## src/rtl/program_loader.sv

```systemverilog
// program_loader: writer-side front end for the core's instruction ROM.
// Accepts a header/payload(/checksum) word stream over valid/ready, writes the
// payload into ROM through a registered write port, pads the remainder with
// NOP, and holds the CPU in reset until the whole ROM has been written.
// Optional feature macro: LOADER_CHECKSUM_EN adds a trailing checksum word
// that must equal the 32-bit sum of the payload words.
module program_loader #(
  parameter int DEPTH = 32,
  parameter int AW    = $clog2(DEPTH)
) (
  input  logic          clk,
  input  logic          reset,
  input  logic          in_valid,
  output logic          in_ready,
  input  logic [31:0]   in_data,
  output logic          imem_we,
  output logic [AW-1:0] imem_addr,
  output logic [31:0]   imem_wdata,
  output logic          cpu_reset,
  output logic          done,
  output logic          error
);

`ifdef LOADER_CHECKSUM_EN
  typedef enum logic [2:0] {
    S_HEADER, S_LOAD, S_FILL, S_CHECK, S_DONE, S_ERROR
  } state_t;
  localparam state_t POST_STATE = S_CHECK;
`else
  typedef enum logic [2:0] {
    S_HEADER, S_LOAD, S_FILL, S_DONE, S_ERROR
  } state_t;
  localparam state_t POST_STATE = S_DONE;
`endif

  localparam logic [31:0] NOP     = 32'h0000_0013;  // addi x0,x0,0
  localparam logic [AW:0] DEPTH_W = (AW+1)'(DEPTH);
  localparam logic [AW:0] LAST_W  = (AW+1)'(DEPTH - 1);
  localparam logic [AW:0] ONE_W   = (AW+1)'(1);

  state_t        state, next_state;
  // idx/count are one bit wider than the address so count == DEPTH fits.
  logic [AW:0]   idx, next_idx;
  logic [AW:0]   count, next_count;
  logic          next_we;
  logic [AW-1:0] next_addr;
  logic [31:0]   next_wdata;
`ifdef LOADER_CHECKSUM_EN
  logic [31:0]   sum, next_sum;
`endif

  logic        accept;
  logic [15:0] hdr_count;

  assign accept    = in_valid && in_ready;
  assign hdr_count = in_data[15:0];

  // Next-state, index and write-port decode.
  always_comb begin
    // NOTE: every output of this block gets a default first so no path leaves it unassigned (no latches).
    next_state = state;
    next_idx   = idx;
    next_count = count;
    next_we    = 1'b0;
    next_addr  = imem_addr;
    next_wdata = imem_wdata;
`ifdef LOADER_CHECKSUM_EN
    next_sum   = sum;
`endif
    case (state)
      S_HEADER: begin
        if (accept) begin
          if (hdr_count == 16'd0 || hdr_count > 16'(DEPTH)) begin
            next_state = S_ERROR;
          end else begin
            next_count = hdr_count[AW:0];
            next_idx   = '0;
            next_state = S_LOAD;
          end
        end
      end
      S_LOAD: begin
        if (accept) begin
          next_we    = 1'b1;
          next_addr  = idx[AW-1:0];
          next_wdata = in_data;
          next_idx   = idx + ONE_W;
`ifdef LOADER_CHECKSUM_EN
          next_sum   = sum + in_data;
`endif
          if (idx == count - ONE_W) begin
            next_state = (count < DEPTH_W) ? S_FILL : POST_STATE;
          end
        end
      end
      S_FILL: begin
        next_we    = 1'b1;
        next_addr  = idx[AW-1:0];
        next_wdata = NOP;
        next_idx   = idx + ONE_W;
        if (idx == LAST_W) begin
          next_state = POST_STATE;
        end
      end
`ifdef LOADER_CHECKSUM_EN
      S_CHECK: begin
        if (accept) begin
          next_state = (in_data == sum) ? S_DONE : S_ERROR;
        end
      end
`endif
      default: ;  // DONE and ERROR are terminal until reset
    endcase
  end

  // State, index and registered outputs; synchronous active-high reset.
  always_ff @(posedge clk) begin
    // NOTE: sequential state uses non-blocking assignments so all registers update together at the edge.
    if (reset) begin
      state      <= S_HEADER;
      idx        <= '0;
      count      <= '0;
`ifdef LOADER_CHECKSUM_EN
      sum        <= '0;
`endif
      in_ready   <= 1'b0;
      imem_we    <= 1'b0;
      imem_addr  <= '0;
      imem_wdata <= '0;
      cpu_reset  <= 1'b1;
      done       <= 1'b0;
      error      <= 1'b0;
    end else begin
      state      <= next_state;
      idx        <= next_idx;
      count      <= next_count;
`ifdef LOADER_CHECKSUM_EN
      sum        <= next_sum;
`endif
      imem_we    <= next_we;
      imem_addr  <= next_addr;
      imem_wdata <= next_wdata;
`ifdef LOADER_CHECKSUM_EN
      in_ready   <= (next_state == S_HEADER) || (next_state == S_LOAD) ||
                    (next_state == S_CHECK);
`else
      in_ready   <= (next_state == S_HEADER) || (next_state == S_LOAD);
`endif
      // Status follows the state one cycle late, so done rises the cycle
      // after the final write strobe.
      cpu_reset  <= (state != S_DONE);
      done       <= (state == S_DONE);
      error      <= (state == S_ERROR);
    end
  end

endmodule

```

## config.mk

```make
export PLATFORM = sky130hd
export DESIGN_NAME = program_loader
export DESIGN_NICKNAME = d
export VERILOG_FILES = /design/src/rtl/program_loader.sv
export SDC_FILE = /design/constraint.sdc
export NUM_CORES = 1
export LEC_CHECK = 0
export CAP_MARGIN = 20
export CORE_MARGIN = 1
export CORE_UTILIZATION = 49
export DETAILED_ROUTE_END_ITERATION = 10
export PLACE_DENSITY = 0.87
export SLEW_MARGIN = 10
export SYNTH_ARGS = -nofsm -noshare
export SYNTH_HDL_FRONTEND = slang
export SYNTH_SLANG_ARGS = --single-unit
```

## constraint.sdc

```tcl
create_clock -name clk -period 5.1 [get_ports clk]
set_clock_uncertainty 0.2 [all_clocks]
set_input_delay 1.02 -clock clk [delete_from_list [all_inputs] [get_ports clk]]
set_output_delay 1.02 -clock clk [all_outputs]
set_load 0.02 [all_outputs]
```

# Yosys cells after proc, flatten, opt, wreduce, memory -nomap -nowiden
# Cells that the tools add are included.
# op_classes
add_sub_neg,2
n_lt_le_gt_ge,2
eq_ne,11
muxes,17
bitwise,1
n_reduce_logical,11
# ops
cell,count
32-bit one-hot mux with 2 select lines,1
32-bit two-way mux,1
6-bit two-way mux,3
6-bit one-hot mux with 3 select lines,1
16-bit by 6-bit greater-than comparator with 1-bit output (second input constant),1
16-bit logical NOT,1
3-bit two-way mux,5
5-bit one-hot mux with 2 select lines,1
3-bit one-hot mux with 3 select lines,1
6-bit by 1-bit adder with 6-bit output (second input constant),1
3-bit by 1-bit == test with 1-bit output (second input constant),2
3-bit by 2-bit == test with 1-bit output (second input constant),2
6-bit by 5-bit == test with 1-bit output (second input constant),1
6-bit == test,1
3-bit logical NOT,2
6-bit < comparator (second input constant),1
2-bit != test (second input constant),3
6-bit by 1-bit subtractor with 6-bit output (second input constant),1
5-bit two-way mux,1
4-bit AND reduction,1
3-bit == test (second input constant),1
3-bit by 2-bit != test with 1-bit output (second input constant),1
3-bit AND reduction,1
3-bit nonzero test,1
7 further kinds,9
# word_totals
regBits,57
input_bits,35
word_cells,54

# Longest topological paths before layout
# Gate-level depths: netlist of the first run.
# depth
ltp_word,7
mapped_depth,8
depth_no_buf,7

# Worst setup path after synthesis of the first run
# No wires, ideal clock.
# synth_timing
path_type,input to register
startpoint,input port in_data[0]
endpoint,register count[0]
setup_time_ps,128
arrival_ps,2543
required_time_ps,4772
setup_slack_ps,2230
path_stages,5
path_cell_list,or4_4 > o21a_4 > nor4_4 > mux2i_1 > nor2_1
# synth_via
elab_chain_cells,4
# synth_lines
element,line,source
"start, declared",15,"input logic [31:0] in_data,"
16-bit by 6-bit greater-than comparator with 1-bit output / 16-bit logical NOT (equally long branches),73,if (hdr_count == 16'd0 || hdr_count > 16'(DEPTH)) begin
1-bit logical OR,73,
1-bit inverter (no source line),-,
3-bit AND reduction (no source line),-,
"end signal, assigned",136,count <= next_count;
"end, declared",44,"logic [AW:0] count, next_count;"
# Parallel ways exist; a longest one is shown, timed or not.
# A chain may end at the register's enable or synchronous reset.

# Worst setup path in the final report of the first run
# layout_timing
startpoint,input port in_data[0]
endpoint,register idx[5]
# layout_via
elab_chain_cells,4
# layout_lines
element,line,source
16-bit by 6-bit greater-than comparator with 1-bit output / 16-bit logical NOT (equally long branches),73,
1-bit logical OR (*),73,
2-bit != test (no source line) (*),-,
4-bit AND reduction (no source line) (*),-,
"end signal, assigned",135,idx <= next_idx;
"end, declared",43,"logic [AW:0] idx, next_idx;"
# Mark *: on every way between the ends. The rest lies on a longest branch, timed or not.

==> results.md, run 1 <==
* Worst setup path class: primary input to flop
* Detailed Routing Iterations Pass 1 at 4
* Clock root cell: clkbuf_8
* Crit path largest cell delay at 0.59 ns
* Post-Syn Instances at 285
* Max transition margin at 35.74%
* Worst path arrival time at 3.38 ns
* Htree depth at 3
* Tot GR Track Use at 23.58%
* Area delta synth->final at 42.28%
* Largest net degree at the start of global routing at 33
* Delay-heaviest family, CP: simple AND/OR/NAND/NOR gates
* Area of the die at 5127 sq um
* Asr flop ratio synth at 0%
* Hold-fix buffers, CTS at 0
* Final setup margin at 1.788 ns
* First-pass GRT wire length at 9.439 mm
* Detail Route Antenna Nets at 0
* Die outline width at 71.60 microns
* Syn avg cell area at 8.328 sq um
* Run status: completed
* Dominant synthesized flop cell: dfxtp_1
* Unrepaired setup endpoints after global routing: false
* Seq/Total Area, Yosys at 48.08%
* Dpl ws at 1.510 ns
* Maximum vdd drop at 0.2161 mV
* Net Count, Synth at 322
* Period minus WS final at 3.312 ns
* Vias in the first global route at 2170
* DP HPWL at 4.042 mm
* Site Rows at 24
* Total design power at 961.5 uW
* Post-DR vias/cell at 5.472
* Worst slew pin tran at 0.9560 ns
* Post-DR wirelength/cell at 13.73 microns
* LEAKAGE at 0.001190 uW
* DR iter-0 viols at 118
* Total negative slack at 0 ns
* Tcrit/Tclk final at 64.95%
* Overflow after GRT at 0
* # IOs at 77
* Critical path endpoint category: flop
* Max-slew violations at 0
* Maximum clock frequency at 301.9 MHz
* Crit-path cells: clkdlybuf4s50_1 > or4_4 > o2111ai_1 > nand4b_1 > or4_1 > a21oi_1
* CP startpoint kind: primary input
* Postcts setup bufs at 0
* Fraction of layout cells with a size suffix above 1 at 6.648%
* Synth top area share at 48.08%
* Die Y at 71.60 microns
* Initial antenna violation count at 0
* Post-synth top cells: 69 x nand2_1, 57 x dfxtp_1, 36 x a21oi_1, 19 x nor2_1, 15 x clkbuf_1
* CP max stage cell: or4_4
* DRT Wirelength at 5.672 mm
* Hold Path Class: flop to flop
* FILL cells at 341
* Vias at 2260
* Synth Cell Area at 2374 sq um
* Synth Register Bits at 57
* Area taken by flip-flops and latches at 1141 sq um
* Top cell type by total area after synthesis: dfxtp_1
* Dominant cells by area after synthesis: dfxtp_1 48%, nand2_1 11%, a21oi_1 7.6%
* CTS tree: built
* EDFF count, synth at 0
* Critical Path RT at 5.16 ns
* Yosys warns at 0
* Initial core utilization at 52.69%
* Worst skew pair latency at 0.33 ns
* Clock Path Buffers at 2
* Remaining DRCs at 0
* Maxcap violations at 0
* Multi-input logic area at 1142 sq um
* Critical path fanouts, max at 11
* # diodes at 0
* Pwr Density at 284.7 nW/um^2
* GPL Wtd Cong at 0.8046
* Core box area at 4504 sq um
* CTS buffer count at 9
* Hold Slack at 0.2507 ns
* Most common cell in the netlist: nand2_1
* Critical path buffers and inverters at 1
* Post-cts resize count at 0
* Final hold vios at 0
* CTS clk-pin slew, worst paths at 0.06 ns
* I/O Buffers at 76
* Count of different cell masters after synthesis at 40
* Clock Sinks at 57
* Fin nets at 393
* Final setup viols at 0
-- tightest hold or removal path, cell delays in order (launching register included) --
cell and delay (ns):
dfxtp_1 0.31, nand2_1 0.05, a21oi_1 0.05
-- through the flow --
| step | utilization (%) | cell area (sq um) | cells |
|---|---|---|---|
| after floorplan | - | 2374 | 285 |
| after global placement | 69.94 | 3151 | 397 |
| after detailed placement | 69.94 | 3151 | 397 |
| after CTS | 74.97 | 3377 | 413 |
| after global routing | 74.97 | 3377 | 413 |
| final | 74.97 | 3377 | 413 |
-- cell families (layout without fill, tap and decap cells) --
logic type,count (synthesis),after routing,share of synthesized area (%)
buffers and inverters,25,101,4.059
adders and majority gates,2,2,1.054
xor gates and xnor gates,9,9,3.321
DFF,57,57,48.08
and+or+nand+nor,129,129,25.67
AOI/OAI and AO/OA,52,52,13.18
muxes,11,11,4.639
-- flip-flops by register name, summed over array words and instances (netlist names), named ones only --
name	count
count	6
cpu_reset	1
done	1
error	1
idx	6
imem_addr	5
imem_wdata	32
imem_we	1
in_ready	1
state	2
-- report_power, final --
part	total, uW	switching, uW	internal [uW]
combinational	52.9	22.7	30.2
clock	458	166	293
sequential	450	2.96	447
-- routing by layer --
metal	track usage, %	wire length [microns]	up-vias
met3	6.048	362	11
met5	0	0	-
met2	36.69	2631	87
met4	12.85	114	0
met1	30.03	2562	1045
li1	-	-	1117
-- final cells by class --
type	count	area share, %
multi-input combinational	203	33.83
sequential	57	33.79
timing repair buffer	78	22.97
clock buffer	15	5.817
tap	52	1.927
clock inverter	1	0.8892
inverter	7	0.7781
-- cell usage in the layout, fill, tap and decap left out, drive strengths merged --
cell type	instances
nor4b	1
o21ai	3
xor2	2
bufinv	1
or2	1
or3	7
clkdlybuf4s50	76
a2111oi	1
nor4	7
o21a	2
o2111ai	1
nand4b	1
nor4bb	1
and2	1
o41ai	1
buf	2
nand2	69
or4	2
inv	7
a31oi	4
dfxtp	57
nand3	4
clkbuf	15
nor2b	3
mux2i	11
xnor2	7
nand3b	1
a21oi	36
ha	2
nor3	7
o31ai	1
nand4	4
a32o	1
nor2	19
a211o	1
nand2b	1
o211a	1
-- path summary, 6_finish.rpt --
path / depth (start not counted) / end / slack [ns] / start
max: 6 / idx[5]$_SDFFE_PP0P_ / 1.79 / in_data[0]
min: 2 / imem_wdata[16]$_SDFFE_PP0P_ / 0.25 / imem_wdata[16]$_SDFFE_PP0P_
max reg2reg: 5 / imem_wdata[0]$_SDFFE_PP0P_ / 2.56 / flop
min reg2reg: 2 / imem_wdata[16]$_SDFFE_PP0P_ / 0.25 / imem_wdata[16]$_SDFFE_PP0P_
Note: power is estimated with default switching activity, not from simulation.
==> inputs of run 2 (changes only) <==
--- a/config.mk
+++ b/config.mk
@@ -7,9 +7,9 @@
 export LEC_CHECK = 0
 export CAP_MARGIN = 20
 export CORE_MARGIN = 1
-export CORE_UTILIZATION = 49
+export CORE_UTILIZATION = 41
 export DETAILED_ROUTE_END_ITERATION = 10
-export PLACE_DENSITY = 0.87
+export PLACE_DENSITY = 0.78
 export SLEW_MARGIN = 10
 export SYNTH_ARGS = -nofsm -noshare
 export SYNTH_HDL_FRONTEND = slang
==> constraint.sdc (replaced) <==
create_clock -name clk -period 3 [get_ports clk]
set_clock_uncertainty 0.2 [all_clocks]
set_input_delay 0.6 -clock clk [delete_from_list [all_inputs] [get_ports clk]]
set_output_delay 0.6 -clock clk [all_outputs]
set_load 0.02 [all_outputs]
==> run 2 against run 1 <==
  * Flip-flop and latch count unchanged
  * First-iteration DRC count is 2.5% higher
  * Register-to-register slack got worse by 1.8 ns
  * Largest cell class unchanged
  * Non-clock buffer count grew 13
  * Hold slack improved by 0.0017 ns
  * Sequential power rose by 70%
==> results.md, run 2 (synthesized netlist as in run 1, its figures left out) <==
* Run status: completed
* Hold-fix buffers, CTS at 0
* Largest regs: imem_wdata x32, count x6, idx x6
* Critical path fanouts, max at 7
* GPL Wtd Cong at 0.8419
* Comb pwr share at 6.2%
* Postcts setup bufs at 0
* Switching share of power at 21.20%
* Initial antenna violation count at 0
* Die Y at 78.09 microns
* Fin nets at 406
* Clock root cell: clkbuf_8
* Internal power at 1278 uW
* Unrepaired setup endpoints after global routing: false
* Worst path arrival time at 2.72 ns
* Core box area at 5540 sq um
* Initial core utilization at 42.84%
* CTS tree: built
* Post-DR wirelength/cell at 12.87 microns
* LEAKAGE at 0.001248 uW
* Commonest non-fill, non-tap cells in the layout: 76 x clkdlybuf4s50_1, 69 x nand2_1, 57 x dfxtp_1
* Post-DR vias/cell at 5.034
* Most common cell after layout, fill and taps aside: clkdlybuf4s50_1
* Area taken by flip-flops and latches at 1141 sq um
* # diodes at 0
* Final setup viols at 0
* Tot GR Track Use at 19.80%
* Hold Path End: imem_wdata[16]$_SDFFE_PP0P_
* Area of the die at 6097 sq um
* Max reg flops at 32
* Post-cts resize count at 0
* Hold depth at 2
* Maximum vdd drop at 0.2484 mV
* FILL cells at 496
* Hold Path Class: flop to flop
* Worst setup path class: primary input to flop
* Remaining DRCs at 0
* Hold path start: imem_wdata[16]$_SDFFE_PP0P_
* Critical Path RT at 3.02 ns
* Max-slew violations at 0
* CTS clk-pin slew, worst paths at 0.06 ns
* Period minus WS final at 2.700 ns
* R2R cell count at 6
* Sw power at 343.8 uW
* Util after Layout at 63.05%
* Clk pwr share at 46.7%
* Clock Sinks at 57
* Max transition margin at 56.61%
* Fraction of layout cells with a size suffix above 1 at 9.920%
* Htree depth at 3
* Overflow after GRT at 0
* Final hold vios at 0
* Critical path endpoint category: flop
* Crit Reg-Reg Startpoint: count[0]$_SDFFE_PP0P_
* DRT Wirelength at 5.727 mm
* Maxcap violations at 0
* Detail Route Antenna Nets at 0
* Crit-path cells: clkdlybuf4s50_1 > or4_4 > nor3_2 > nor4_4 > buf_4 > or3_1 > a32o_1
* Multi-input logic area at 1142 sq um
* Vias in the first global route at 2011
* Delay-heaviest family, CP: simple AND/OR/NAND/NOR gates
* DP HPWL at 4.122 mm
* Placed Area at 3286 sq um
* Critical path buffers and inverters at 2
* CTS buffer count at 9
* Worst skew pair latency at 0.33 ns
* CP startpoint kind: primary input
* I/O Buffers at 76
* Pwr Density at 464.2 nW/um^2
* Die outline width at 78.09 microns
* Tcrit/Tclk final at 90.00%
* Final instance area at 3493 sq um
* Worst slew pin tran at 0.6345 ns
* Worst R2R Setup Slack at 0.81 ns
* Detailed Routing Iterations Pass 1 at 4
* Site Rows at 27
* Largest net degree at the start of global routing at 34
* Area delta synth->final at 47.18%
* Vias at 2240
* First-pass GRT wire length at 9.370 mm
* Largest reg by FF count: imem_wdata
* CP max stage cell: or4_4
* Clock Path Buffers at 2
* # IOs at 77
* Sequential share of power at 47.2%
* Maximum clock frequency at 370.4 MHz
* DR iter-0 viols at 121
* Crit path largest cell delay at 0.59 ns
run 2: final cells by class:
cell class / count / share of cell area, %
multi-input cells: 203 / 32.70
flip-flops and latches: 57 / 32.66
repair buffers: 91 / 25.36
clock buffers: 9 / 3.546
well taps: 72 / 2.579
clock inverters: 6 / 2.400
inverters: 7 / 0.7521
run 2: routing by layer:
layer | track usage (%) | wire (microns)
met2 | 31.23 | 2665
met4 | 9.444 | 76
met3 | 4.767 | 341
met5 | 0 | 0
met1 | 25.38 | 2643
run 2: power by group through the flow:
stage | registers (uW) | clock network (uW) | logic, uW
6_report | 765 | 756 | 99.9
5_1_grt | 765 | 814 | 106
2_1_floorplan | 781 | 0 | 27.9
4_1_cts | 765 | 770 | 99.5
3_3_place_gp | 782 | 0 | 98.8
3_5_place_dp | 782 | 0 | 98.6
run 2: through the flow:
step                      hold WS [ns]  cells  power, uW  setup slack [ns]  setup TNS [ns]
after floorplan                 0.2778    285      809.2            0.5497               0
after global placement          0.2415    430      880.3           0.01332               0
after detailed placement        0.2466    430      880.4          -0.02680        -0.03249
after CTS                       0.2558    445       1634            0.3286               0
after global routing            0.2732    445       1685            0.2691               0
final                           0.2524    445       1622            0.3000               0
run 2: worst register-to-register path: cells and delay by family (launching register included):
family,cells,cell delay (ns)
AO/OA/AOI/OAI,2,0.81
adder cells (fa/ha/maj),1,0.30
buffers and inverters,1,0.06
AND/OR/NAND/NOR,1,0.18
XOR/XNOR,1,0.12
flip-flops,1,0.40
run 2: how the worst max path moves through the flow:
stage               start                     to  slack, ns  depth (start not counted)
6_report       in_data[0]                   flop       0.30                          7
5_1_grt        in_data[0]    idx[5]$_SDFFE_PP0P_       0.27                          6
4_1_cts        in_data[0]                   flop       0.33                          7
3_5_place_dp   in_data[0]                   flop      -0.03                          7
3_3_place_gp   in_data[0]                   flop       0.01                          7
2_1_floorplan  in_data[0]  count[0]$_SDFFE_PP0P_       0.55                          5
